## src/rtl/key_pkg.sv

```systemverilog
// Shared types for the key command controller.
// Latency: n/a (types and pure helper functions only).
// Backpressure: n/a.
package key_pkg;

  typedef enum logic [1:0] {
    CMD_SHORT  = 2'd0,
    CMD_LONG   = 2'd1,
    CMD_REPEAT = 2'd2
  } cmd_type_e;

  typedef enum logic [1:0] {
    WAIT_ALL = 2'd0,
    IDLE     = 2'd1,
    PRESS    = 2'd2,
    HOLD     = 2'd3
  } state_e;

  // One pending command as held in the output slot.
  typedef struct packed {
    logic [1:0] key;
    cmd_type_e  typ;
  } cmd_t;

  // True when exactly one active-low key is pressed.
  function automatic logic single_low(input logic [3:0] k);
    case (k)
      4'b1110, 4'b1101, 4'b1011, 4'b0111: single_low = 1'b1;
      default:                            single_low = 1'b0;
    endcase
  endfunction

  // Index of the single pressed key; only meaningful when single_low() is true.
  function automatic logic [1:0] low_index(input logic [3:0] k);
    case (k)
      4'b1101: low_index = 2'd1;
      4'b1011: low_index = 2'd2;
      4'b0111: low_index = 2'd3;
      default: low_index = 2'd0;
    endcase
  endfunction

endpackage

```

## src/rtl/ms_tick.sv

```systemverilog
// Millisecond prescaler: one-cycle tick every DIV clocks, restartable by clr.
// Latency: first tick DIV cycles after the clearing edge.
// Backpressure: none; free-running.
module ms_tick #(
  parameter int DIV = 12_000
) (
  input  logic clk,
  input  logic rst_n,
  input  logic clr,
  output logic tick
);

  localparam int W = (DIV > 1) ? $clog2(DIV) : 1;

  logic [W-1:0] cnt;

  assign tick = (cnt == W'(DIV - 1));

  // Count 0..DIV-1 and wrap; clr restarts the millisecond phase.
  always_ff @(posedge clk or negedge rst_n) begin
    if (!rst_n) begin
      cnt <= '0;
    end else if (clr || tick) begin
      cnt <= '0;
    end else begin
      cnt <= cnt + W'(1);
    end
  end

endmodule

```

## src/rtl/key_ctrl.sv

```systemverilog
// Turns four debounced active-low keys into SHORT/LONG/REPEAT commands.
// Latency: key_n -> key_q 1 cycle, FSM decision 1 cycle, slot visible next cycle.
// Backpressure: one-entry slot; an event arriving while it is stalled is dropped and flagged on cmd_drop.
module key_ctrl
  import key_pkg::*;
#(
  parameter int CLK_HZ    = 12_000_000,
  parameter int LONG_MS   = 1000,
  parameter int REPEAT_MS = 200
) (
  input  logic       clk,
  input  logic       rst_n,
  input  logic [3:0] key_n,
  input  logic       cmd_ready,
  output logic       cmd_valid,
  output logic [1:0] cmd_key,
  output logic [1:0] cmd_type,
  output logic       cmd_drop
);

  localparam int PRESCALE = CLK_HZ / 1000;
  localparam int HW       = $clog2(LONG_MS + 1);
  localparam int RW       = $clog2(REPEAT_MS + 1);
  localparam logic [HW-1:0] LONG_CNT   = HW'(LONG_MS);
  localparam logic [RW-1:0] REPEAT_CNT = RW'(REPEAT_MS);

  logic [3:0]    key_q;
  logic          key_seen;
  state_e        state;
  logic [1:0]    held;
  logic [HW-1:0] hold_cnt;
  logic [RW-1:0] rep_cnt;
  cmd_t          slot;
  logic          tick;
  logic          presc_clr;
  logic [3:0]    held_mask;
  logic          others_low;
  logic          released;
  logic          evt_vld;
  cmd_type_e     evt_typ;

  assign cmd_key   = slot.key;
  assign cmd_type  = slot.typ;

  assign held_mask  = 4'b0001 << held;
  assign others_low = |(~key_q & ~held_mask);
  assign released   = key_q[held];
  assign presc_clr  = (state == IDLE) && single_low(key_q);

  ms_tick #(.DIV(PRESCALE)) u_ms_tick (
    .clk   (clk),
    .rst_n (rst_n),
    .clr   (presc_clr),
    .tick  (tick)
  );

  // Sample the keys once; key_seen marks that key_q holds a real sample,
  // so a key held through reset is not mistaken for "all released".
  always_ff @(posedge clk or negedge rst_n) begin
    if (!rst_n) begin
      key_q    <= 4'b1111;
      key_seen <= 1'b0;
    end else begin
      key_q    <= key_n;
      key_seen <= 1'b1;
    end
  end

  // Decode which command (if any) the FSM emits this cycle; abort beats release beats timing.
  always_comb begin
    evt_vld = 1'b0;
    evt_typ = CMD_SHORT;
    case (state)
      PRESS: begin
        if (!others_low) begin
          if (released) begin
            evt_vld = 1'b1;
            evt_typ = CMD_SHORT;
          end else if (hold_cnt == LONG_CNT) begin
            evt_vld = 1'b1;
            evt_typ = CMD_LONG;
          end
        end
      end
      HOLD: begin
        if (!others_low && !released && rep_cnt == REPEAT_CNT) begin
          evt_vld = 1'b1;
          evt_typ = CMD_REPEAT;
        end
      end
      default: ;
    endcase
  end

  // Press-tracking FSM with its hold/repeat counters and the registered output slot.
  always_ff @(posedge clk or negedge rst_n) begin
    if (!rst_n) begin
      state     <= WAIT_ALL;
      held      <= 2'd0;
      hold_cnt  <= '0;
      rep_cnt   <= '0;
      cmd_valid <= 1'b0;
      slot      <= '0;
      cmd_drop  <= 1'b0;
    end else begin
      cmd_drop <= 1'b0;
      if (evt_vld) begin
        if (!cmd_valid || cmd_ready) begin
          cmd_valid <= 1'b1;
          slot.key  <= held;
          slot.typ  <= evt_typ;
        end else begin
          cmd_drop <= 1'b1;
        end
      end else if (cmd_ready) begin
        cmd_valid <= 1'b0;
      end

      case (state)
        WAIT_ALL: begin
          if (key_seen && key_q == 4'b1111) state <= IDLE;
        end
        IDLE: begin
          if (single_low(key_q)) begin
            held     <= low_index(key_q);
            hold_cnt <= '0;
            state    <= PRESS;
          end else if (key_q != 4'b1111) begin
            state <= WAIT_ALL;
          end
        end
        PRESS: begin
          if (others_low) begin
            state <= WAIT_ALL;
          end else if (released) begin
            state <= IDLE;
          end else if (hold_cnt == LONG_CNT) begin
            rep_cnt <= '0;
            state   <= HOLD;
          end else if (tick) begin
            // Leaving PRESS at LONG_CNT keeps the count saturated there.
            hold_cnt <= hold_cnt + HW'(1);
          end
        end
        HOLD: begin
          if (others_low) begin
            state <= WAIT_ALL;
          end else if (released) begin
            state <= IDLE;
          end else if (rep_cnt == REPEAT_CNT) begin
            // Wrap without losing a tick that lands on the wrap cycle.
            rep_cnt <= tick ? RW'(1) : '0;
          end else if (tick) begin
            rep_cnt <= rep_cnt + RW'(1);
          end
        end
        default: state <= WAIT_ALL;
      endcase
    end
  end

endmodule
```

## config.mk

```make
export PLATFORM = sky130hd
export DESIGN_NAME = key_ctrl
export DESIGN_NICKNAME = d
export VERILOG_FILES = /design/src/rtl/key_pkg.sv /design/src/rtl/ms_tick.sv /design/src/rtl/key_ctrl.sv
export SDC_FILE = /design/constraint.sdc
export NUM_CORES = 1
export LEC_CHECK = 0
export CAP_MARGIN = 20
export CELL_PAD_IN_SITES_DETAIL_PLACEMENT = 0
export CELL_PAD_IN_SITES_GLOBAL_PLACEMENT = 1
export CORE_MARGIN = 3
export CORE_UTILIZATION = 30
export CTS_BUF_LIST = sky130_fd_sc_hd__clkbuf_4 sky130_fd_sc_hd__clkbuf_8
export DETAILED_ROUTE_END_ITERATION = 8
export GPL_ROUTABILITY_DRIVEN = 0
export GPL_TIMING_DRIVEN = 1
export PLACE_DENSITY = 0.52
export SLEW_MARGIN = 20
export SYNTH_ARGS = -nofsm -noshare
export SYNTH_HDL_FRONTEND = slang
export SYNTH_SLANG_ARGS = --single-unit
```

## constraint.sdc

```tcl
create_clock -name clk -period 2.4 [get_ports clk]
set_input_delay 0.24 -clock clk [delete_from_list [all_inputs] [get_ports clk]]
set_output_delay 0.24 -clock clk [all_outputs]
set_load 0.005 [all_outputs]
```

# Word level (Yosys, flattened, before mapping)
# Index checks and enable logic that the tools add are counted.
# word_totals
register_bits	47
input_bits	7
out_inout_bits	6
wordCells	111
# classes
n_addsub	3
order_cmp	1
eq_ne	26
n_shift	1
n_mux	45
n_bitwise	3
n_reduce_logical	21
# op_table
cell	n
$mux W8	7
$mux W10	5
$pmux W10 S2	1
$mux W2	9
$eq A4 B4 Y1 const B	4
$mux W1	16
$ne A2 B2 Y1 const B	8
$pmux W8 S2	1
$add A14 B1 Y14 const B	1
$eq A14 B14 Y1 const B	1
$mux W14	1
$add A10 B1 Y10 const B	1
$eq A10 B10 Y1 const B	1
$add A8 B1 Y8 const B	1
$eq A8 B8 Y1 const B	1
$ne A4 B4 Y1 const B	2
$not A4 Y4	2
$pmux W2 S4	1
$reduce_or A4 Y1	2
$reduce_and A7 Y1	1
$ne A3 B3 Y1 const B	2
$pmux W2 S3	1
$reduce_and A2 Y1	3
$reduce_and A6 Y1	1
17 further kinds	27

# Depth between registers and ports, before layout
# Gate-level depths: netlist of the first run.
# depth
ltp_word	11
ltp_mapped	8
ltp_nobuf	7

# Modules after synthesis
# A second synthesis of the first run with hierarchy kept.
# hier_totals
cells_unflattened	272
area_unflattened_um2	2673.8
# by_module_without_submodules
module	instances	cells_per_inst	area_each_um2
key_ctrl	1	201	1939.4
ms_tick	1	71	734.5

# Worst setup path after synthesis of the first run
# Ideal clock, no wire load.
# synth_timing
kind	reg-to-reg
from	register hold_cnt[2]
to	register slot, in the netlist cmd_key[0]
setup_ps	125
t_arrival_ps	1995
required_time_ps	2275
setup_slack_ps	280
path_stages_with_launch	6
n_path_buf	0
cell_sequence	dfrtp_1 > or3b_2 > or4_1 > o2bb2ai_1 > a21oi_1 > mux2_2
# synth_via
elab_chain_len	6
# synth_lines
item	line	source
from (decl)	key_ctrl.sv:31	logic [HW-1:0] hold_cnt;
from (signal assigned)	key_ctrl.sv:142	hold_cnt <= hold_cnt + HW'(1);
$eq A10 B10 Y1	key_ctrl.sv:79	end else if (hold_cnt == LONG_CNT) begin
$mux W1	key_ctrl.sv:79	
$mux W1	key_ctrl.sv:76	if (released) begin
$mux W1	key_ctrl.sv:75	if (!others_low) begin
$pmux W1 S2	key_ctrl.sv:73	case (state)
$reduce_and A2 Y1 (no line)	-	
to (decl)	key_ctrl.sv:33	cmd_t slot;
# Every way passes these cells.
# A chain may end at the register's enable or synchronous reset.

# Worst setup path after layout of the first run
# layout_timing
from	register hold_cnt[4]
to	register slot, in the netlist cmd_key[1]
# The elaborated chain is that of the path after synthesis.

==> results.txt, run 1 <==
- Vias in the first global route: 2026
* Relative slew margins: 0.434
* PwrDens: 559 mW/mm²
- The worst register-to-register path has a depth of 5.
- Tracing the worst setup path back leads to its startpoint at hold_cnt[4]$_DFFE_PN0P_.
* GR Util met3: 0.0234
* Final critical path time including I/O delays and setup: 2.24 ns
- By area the synthesized netlist is led by sky130_fd_sc_hd__dfrtp_1, sky130_fd_sc_hd__o31ai_1, sky130_fd_sc_hd__dfstp_2, sky130_fd_sc_hd__nor2_1, sky130_fd_sc_hd__nand2_1.
* Highest clock frequency the design can meet: 446 MHz
- The tree is rooted in a sky130_fd_sc_hd__clkbuf_8.
- Placement Setup Slack: 0.0849 ns
* Worst path arrival time: 2.43 ns
- Pin count of the biggest net entering global routing: 48
* Buffers on Ports: 12
- DRC violations left: 0
* Nets: 313
- Inserted Clock Buffers: 5
* Total negative setup slack: 0 ns
- Counting every net in the synthesized netlist gives 285.
- The worst hold path belongs to the class in -> reg.
- First-pass GRT wire length: 10500 µm
* Outcome: complete, no violations
* Clock edge transition at the registers on the reported setup and hold paths: 0.08 ns
* Die width: 99.0 µm
- Deepest level of the CTS H-tree: 2
- Data on the critical path is required at its endpoint by 2.59 ns.
- Synth Register Bits: 47
* Number of top-level pins: 13
- DIE HEIGHT: 99.0 µm
- Async set-reset flop share out of synthesis: 1.00
- Endpoint of the worst register-to-register path: cmd_key[1]$_DFFE_PN0P_
- Counting flops with a built-in enable in the synthesized netlist gives 0.
- R2r startpoint: hold_cnt[4]$_DFFE_PN0P_
- Area of the core: 0.00830 mm²
- The total count of max-transition violations in the final report is 0.
- Synthesized netlist cell count: 273
- Count of yosys warnings during synthesis: 0
- The worst setup path is captured at a flip-flop.
- Of the available clock period, the critical path in the final layout requires 0.933.
- Setup violations remaining at the end of the flow were counted as 0.
- Unrepaired setup endpoints after global routing: no
* Count of unique library cells instantiated by Yosys: 50
- Routed vias: 2081
- Post-synthesis sequential area ratio: 0.455
* Mean routed wirelength per cell: 14.9 µm
- After synthesis, the mean cell area works out to 9.50 µm².
* Worst setup slack for register-to-register paths: 0.16 ns
- The total overflow left after global routing is 0.
- Worst-case clock skew: 0.00832 ns
- The cell area that synthesis handed to floorplanning was 0.00259 mm².
* First-pass iteration count of the detailed router: 4
- Path type of the worst setup path: reg -> reg
- At the pin with the least slew margin, the transition time is 0.850 ns.
- The final number of hold-violating endpoints came to 0.
- STA classifies the critical path startpoint as a flip-flop.
- Summed over all cells, the static leakage comes to 1.25 nW.
- The longest clock path from root to sink contains 2 buffers.
- The layer flagged by global routing as most heavily used is met2.
- In this run the remaining antenna-violating nets after routing total 0.
- The floorplan has 33 rows.
- Overall power consumption after layout is estimated at 1.71 mW.
- # Max-Cap Violations: 0
- The biggest area contributor in the post-synthesis netlist is sky130_fd_sc_hd__dfrtp_1.
- The initial utilization of the core area, before any placement, comes to 0.313.
* DP HPWL: 4210 µm
- Of the post-synthesis cell area, the dominant cell type holds 0.415.
* Met2 track demand over resource: 0.201
- Fill cells in the final layout number 862.
* CP Capture Point: cmd_key[1]$_DFFE_PN0P_
- Of the cells placed in the final design, the portion with a size suffix greater than 1 is 0.153.
- Peak supply drop: 0.193 mV
- Iter 0 DRT Violations: 89
- Of all nets on the critical path, the largest fanout is 4.
- CTS tree: yes
* Die outline area: 0.00980 mm²
* Later-pin clock latency in the skew report: 0.30 ns
- The routed design has 6030 µm of wire.
- The area growth from synthesis to layout is 18.1%.
* Most common flop cell mapped by yosys: sky130_fd_sc_hd__dfrtp_1
- After detailed routing, the number of vias per cell comes to 5.13.
- Number of antenna violations at the first check in global routing: 0
- The number of antenna diodes in the final layout is 0.
* Met1 global-route usage: 0.190
- For this run, the total global-route usage over all layers was measured as 0.132.
* Post-layout worst setup margin: 0.160 ns
- CTS Sinks: 47
critical path: stages (launching register included):
cell                        delay, ns
sky130_fd_sc_hd__dfrtp_1         0.41
sky130_fd_sc_hd__or3b_2          0.49
sky130_fd_sc_hd__or4_1           0.46
sky130_fd_sc_hd__o2bb2ai_1       0.20
sky130_fd_sc_hd__a21oi_2         0.22
sky130_fd_sc_hd__mux2_2          0.35
flip-flops by register name, summed over array words and instances, names as in the netlist:
signal and flops:
held 2, cmd_type 2, key_q 4, rep_cnt 8
cmd_drop 1, cmd_key 2, u_ms_tick.cnt 14, key_seen 1
state 2, cmd_valid 1, hold_cnt 10
placed cells by master, fill, tap and decap left out, types with 5 or more instances in the layout:
cell type and n:
sky130_fd_sc_hd__nor2_1 28, sky130_fd_sc_hd__a21oi_1 12, sky130_fd_sc_hd__nand4_1 8, sky130_fd_sc_hd__nor3_1 5, sky130_fd_sc_hd__inv_1 14, sky130_fd_sc_hd__xor2_1 6
sky130_fd_sc_hd__and3_1 5, sky130_fd_sc_hd__xnor2_1 8, sky130_fd_sc_hd__o31ai_1 20, sky130_fd_sc_hd__or4_1 9, sky130_fd_sc_hd__ha_1 5, sky130_fd_sc_hd__buf_4 18
sky130_fd_sc_hd__o21ai_0 6, sky130_fd_sc_hd__nand2_1 19, sky130_fd_sc_hd__nor2b_1 5, sky130_fd_sc_hd__clkbuf_8 6, sky130_fd_sc_hd__dfrtp_1 43, sky130_fd_sc_hd__clkdlybuf4s50_1 11
sky130_fd_sc_hd__nand3_1 12
synthesized netlist by cell type, drive strengths merged, types with 2 or more instances:
cell type	count
o22ai	3
mux2	3
nor2	28
inv	14
nand4b	4
mux2i	2
or4b	2
a31oi	2
nand4	8
or4	9
o21ai	9
or2	4
and2	3
clkbuf	6
nor4	3
nor3	5
nand3	12
dfstp	4
xor2	6
nand2b	4
ha	5
xnor2	8
o211ai	4
nor2b	5
buf	5
o41ai	2
nand2	19
o31ai	20
dfrtp	43
a21oi	14
or3b	2
and3	5
timing repair:
item                                    4_1_cts  5_1_grt
endpoints found under the setup margin        0       16
hold endpoints to repair                     43        0
gates resized for setup                       0        3
hold buffers                                  1        0
setup buffers                                 0        1
report_power, final:
| group | internal [mW] | total (mW) | switching (mW) |
|---|---|---|---|
| clock | 0.227 | 0.499 | 0.272 |
| sequential | 0.861 | 0.934 | 0.0723 |
| combinational | 0.134 | 0.279 | 0.145 |
area by class of cell:
cell class                      instances  area, µm²  area share
Clock buffer                            6       82.6      0.0269
Clock inverter                          1       5.00     0.00163
Inverter                               14       52.6      0.0171
Multi-Input combinational cell        201       1330       0.434
Sequential cell                        47       1180       0.385
Tap cell                              105        131      0.0429
Timing Repair Buffer                   32        280      0.0915
worst min path at each step:
stage,startpoint,end,slack (ns),cells after the start
after floorplan,rst_n,cmd_drop$_DFF_PN0_,-0.06,0
after global placement,rst_n,u_ms_tick.cnt[9]$_DFF_PN0_,0.26,2
after detailed placement,rst_n,u_ms_tick.cnt[10]$_DFF_PN0_,0.25,2
after CTS,key_n[1],key_q[1]$_DFF_PN1_,0.33,1
after global routing,key_n[1],key_q[1]$_DFF_PN1_,0.33,1
final,key_n[1],key_q[1]$_DFF_PN1_,0.34,1
kinds of logic (layout without fill, tap and decap cells):
group / count (synthesis) / in the layout / share of synthesized area
xor+xnor: 14 / 14 / 0.0473
flops: 47 / 47 / 0.455
simple gates: 116 / 116 / 0.247
compound gates: 59 / 59 / 0.155
fa+ha+maj: 5 / 5 / 0.0241
buf+inv: 25 / 53 / 0.0400
mux: 6 / 6 / 0.0294
other cells: 1 / 1 / 0.00145
per-layer routing:
layer / share of wire / wire, µm / vias to the layer above
met5: 0 / 0 / -
met4: 0.0088 / 53 / 0
met3: 0.023 / 139 / 5
met2: 0.46 / 2790 / 19
met1: 0.51 / 3050 / 1001
li1: - / - / 1056
per-stage QoR:
step | cell area [µm²] | hold WS [ns] | util | instances
6_report | 3060 | 0.340 | 0.369 | 406
3_5_place_dp | 2940 | 0.252 | 0.354 | 397
2_1_floorplan | 2590 | -0.0556 | - | 273
4_1_cts | 3030 | 0.325 | 0.366 | 405
3_3_place_gp | 2940 | 0.255 | 0.354 | 397
5_1_grt | 3060 | 0.325 | 0.369 | 406
No activity file was read; power rests on OpenSTA's default activity.
==> run 2: changes to the inputs <==
- CORE_MARGIN: 3 -> not set
==> results.txt, run 2 (synthesis gave the netlist of run 1 again) <==
- Number of top-level pins: 13
- The worst register-to-register path ends at hold_cnt[3]$_DFFE_PN0P_.
- Headroom to the max-slew limit came out at 0.511.
- Dividing the final minimum period by the clock period gives 0.955.
- N_diodes: 0
- In the global route stage, overall resource usage came out at 0.142.
- Critical path buffers and inverters: 1
* Nets: 317
* Area of the core: 0.00830 mm²
- In this run the horizontal extent of the chip is 95.0 µm.
- For the final database, setup skew stands at 0.00577 ns.
- Input and output buffers added on the ports amount to 12.
* Share of total power in sequential cells: 0.516
- Antenna-violating nets left: 0
- Average vias per placed instance: 5.06
- The later pin in the worst-skew pair is clocked with a latency of 0.31 ns.
- Final wirelength: 5920 µm
- The total overflow left after global routing is 0.
- In the routed design, unresolved DRC markers number 0.
- Routed vias: 2080
- The largest individual stage delay along the critical path comes from the cell sky130_fd_sc_hd__or4b_4.
- Layout cells sized above 1: 0.170
* Startpoint class of the critical path: flip-flop
* Final Hold Violating Endpoints: 0
- Post-layout worst setup margin: 0.107 ns
- Deepest level of the CTS H-tree: 2
* Worst path arrival time: 2.52 ns
- Highest clock frequency the design can meet: 436 MHz
- In the final routed layout, each cell accounts on average for 14.4 µm.
* CTS tree: yes
- Leading cell type in the layout, fill and taps excluded: sky130_fd_sc_hd__dfrtp_1
* Number of pins with negative max-slew slack in the final report: 0
- Worst hold path type: in -> reg
- Vias in the first global route: 1972
- The tree is rooted in a sky130_fd_sc_hd__clkbuf_8.
- The largest registers in the layout are u_ms_tick.cnt x14, hold_cnt x10, rep_cnt x8.
- The largest single stage delay on the critical path is 0.56 ns.
* Critical Path Start: u_ms_tick.cnt[12]$_DFF_PN0_
* Switching part of the total: 0.280
- The detailed router finished its first iteration with 78 violations.
* Die outline area: 0.00902 mm²
- PwrDens: 579 mW/mm²
- Most flop-heavy register: u_ms_tick.cnt
- Crit path max-delay family: simple AND/OR/NAND/NOR gates
* Flip-flop count of the largest register, all copies and words added: 14
* Clock edge transition at the registers on the reported setup and hold paths: 0.10 ns
- Inserted Clock Buffers: 5
- Number of fillers in the final layout: 854
* Effective utilization at floorplan: 0.313
* Unrepaired setup endpoints after global routing: yes
- Maximum fanout encountered on the critical timing path: 7
- Following the worst setup path forward leads to its endpoint at hold_cnt[3]$_DFFE_PN0P_.
- Worst endpoint required time: 2.63 ns
* Maximum count of clock buffers along a single path: 2
* Internal: 1.30 mW
- Number of cells on the critical path: 6
* # Max-Cap Violations: 0
- R2r startpoint: u_ms_tick.cnt[12]$_DFF_PN0_
- CTS Sinks: 47
* Leakage Power: 1.27 nW
- Worst setup slack for register-to-register paths: 0.11 ns
* Worst setup EP type: flip-flop
- Rows: 33
- DP HPWL: 4130 µm
- Switching Power: 0.506 mW
- Power consumption: 1.81 mW
* Number of antenna violations at the first check in global routing: 0
- Entering global routing, the biggest net connects 27 pins.
- OpenSTA, run right after detailed placement, puts the worst setup slack at 0.105 ns.
- Peak supply drop: 0.197 mV
- First-pass GRT wire length: 9800 µm
- Outcome: complete, no violations
- After layout, the minimum clock period comes to 2.29 ns.
- The share of total power dissipated in combinational logic is 0.149.
* Area Overhead vs Synth: 20.4%
- CP Cell Sequence: or4b_4 > nor4_4 > buf_4 > o21ai_4 > or4_1 > a21oi_1
- From bottom edge to top edge, the die measures 95.0 µm.
- Before antenna repair, the detailed router went through 4 iterations.
- Path type of the worst setup path: reg -> reg
- The number of cells on the worst reg-to-reg path is 6.
- In the layout the commonest cells are sky130_fd_sc_hd__dfrtp_1, sky130_fd_sc_hd__nor2_1, sky130_fd_sc_hd__buf_4.
* Slew at the pin with the worst max-slew slack: 0.728 ns
* Count of final setup violators: 0
* Clock power share: 0.335
==> run 2: cell types whose count changed in the layout (fill, tap and decap cells not counted) <==
cell / change
sky130_fd_sc_hd__buf_12: -1
sky130_fd_sc_hd__buf_4: +4
sky130_fd_sc_hd__bufinv_16: +1
sky130_fd_sc_hd__clkbuf_8: -1
sky130_fd_sc_hd__clkinv_4: +1
sky130_fd_sc_hd__nor4_1: -1
sky130_fd_sc_hd__nor4_2: +1
sky130_fd_sc_hd__o21ai_4: +1
==> run 2: per-stage QoR <==
step | cells | TNS (ns) | util | hold WS, ns | cell area [µm²]
floorplan | 273 | 0 | - | -0.0556 | 2590
global placement | 399 | 0 | 0.354 | 0.252 | 2940
detailed placement | 399 | 0 | 0.354 | 0.253 | 2940
CTS | 408 | 0 | 0.369 | 0.314 | 3060
global route | 411 | -0.0237 | 0.376 | 0.321 | 3120
finish | 411 | 0 | 0.376 | 0.329 | 3120
==> run 2: power groups by stage <==
stage                     Clock, mW  Sequential (mW)  Combinational (mW)
after floorplan                   0            0.935               0.171
after global placement            0            0.947               0.273
after detailed placement          0            0.946               0.272
after CTS                     0.631            0.932               0.271
after global routing          0.651            0.944               0.314
final                         0.605            0.933               0.270
==> run 2: worst min-delay path by stage <==
stage                        start                           to  cells past startpoint
after floorplan              rst_n           cmd_drop$_DFF_PN0_                      0
after global placement       rst_n  u_ms_tick.cnt[11]$_DFF_PN0_                      2
after detailed placement     rst_n  u_ms_tick.cnt[11]$_DFF_PN0_                      2
after CTS                 key_n[2]           key_q[2]$_DFF_PN1_                      1
after global routing      key_n[1]           key_q[1]$_DFF_PN1_                      1
final                     key_n[1]           key_q[1]$_DFF_PN1_                      1
==> run 2: layer usage <==
metal	global-route usage	part of all wire	up-vias
met5	0	0	-
li1	-	-	1060
met4	0.0480	0.012	0
met2	0.217	0.46	20
met1	0.202	0.51	995
met3	0.0250	0.019	5
==> run 2: layout make-up <==
cell class	instances	area, µm²	area share
clock buffer	5	68.8	0.0220
clock inverter	3	43.8	0.0140
inverter	14	52.6	0.0168
multi-input combinational	202	1350	0.434
sequential	47	1180	0.378
tap	105	131	0.0421
timing repair buffer	35	290	0.0930
==> run 2: repair_timing <==
action,in CTS,in global routing
gates resized for setup,0,5
endpoints found under the setup margin,0,15
setup buffers,0,2
endpoints found under the hold margin,43,0
hold buffers,1,0
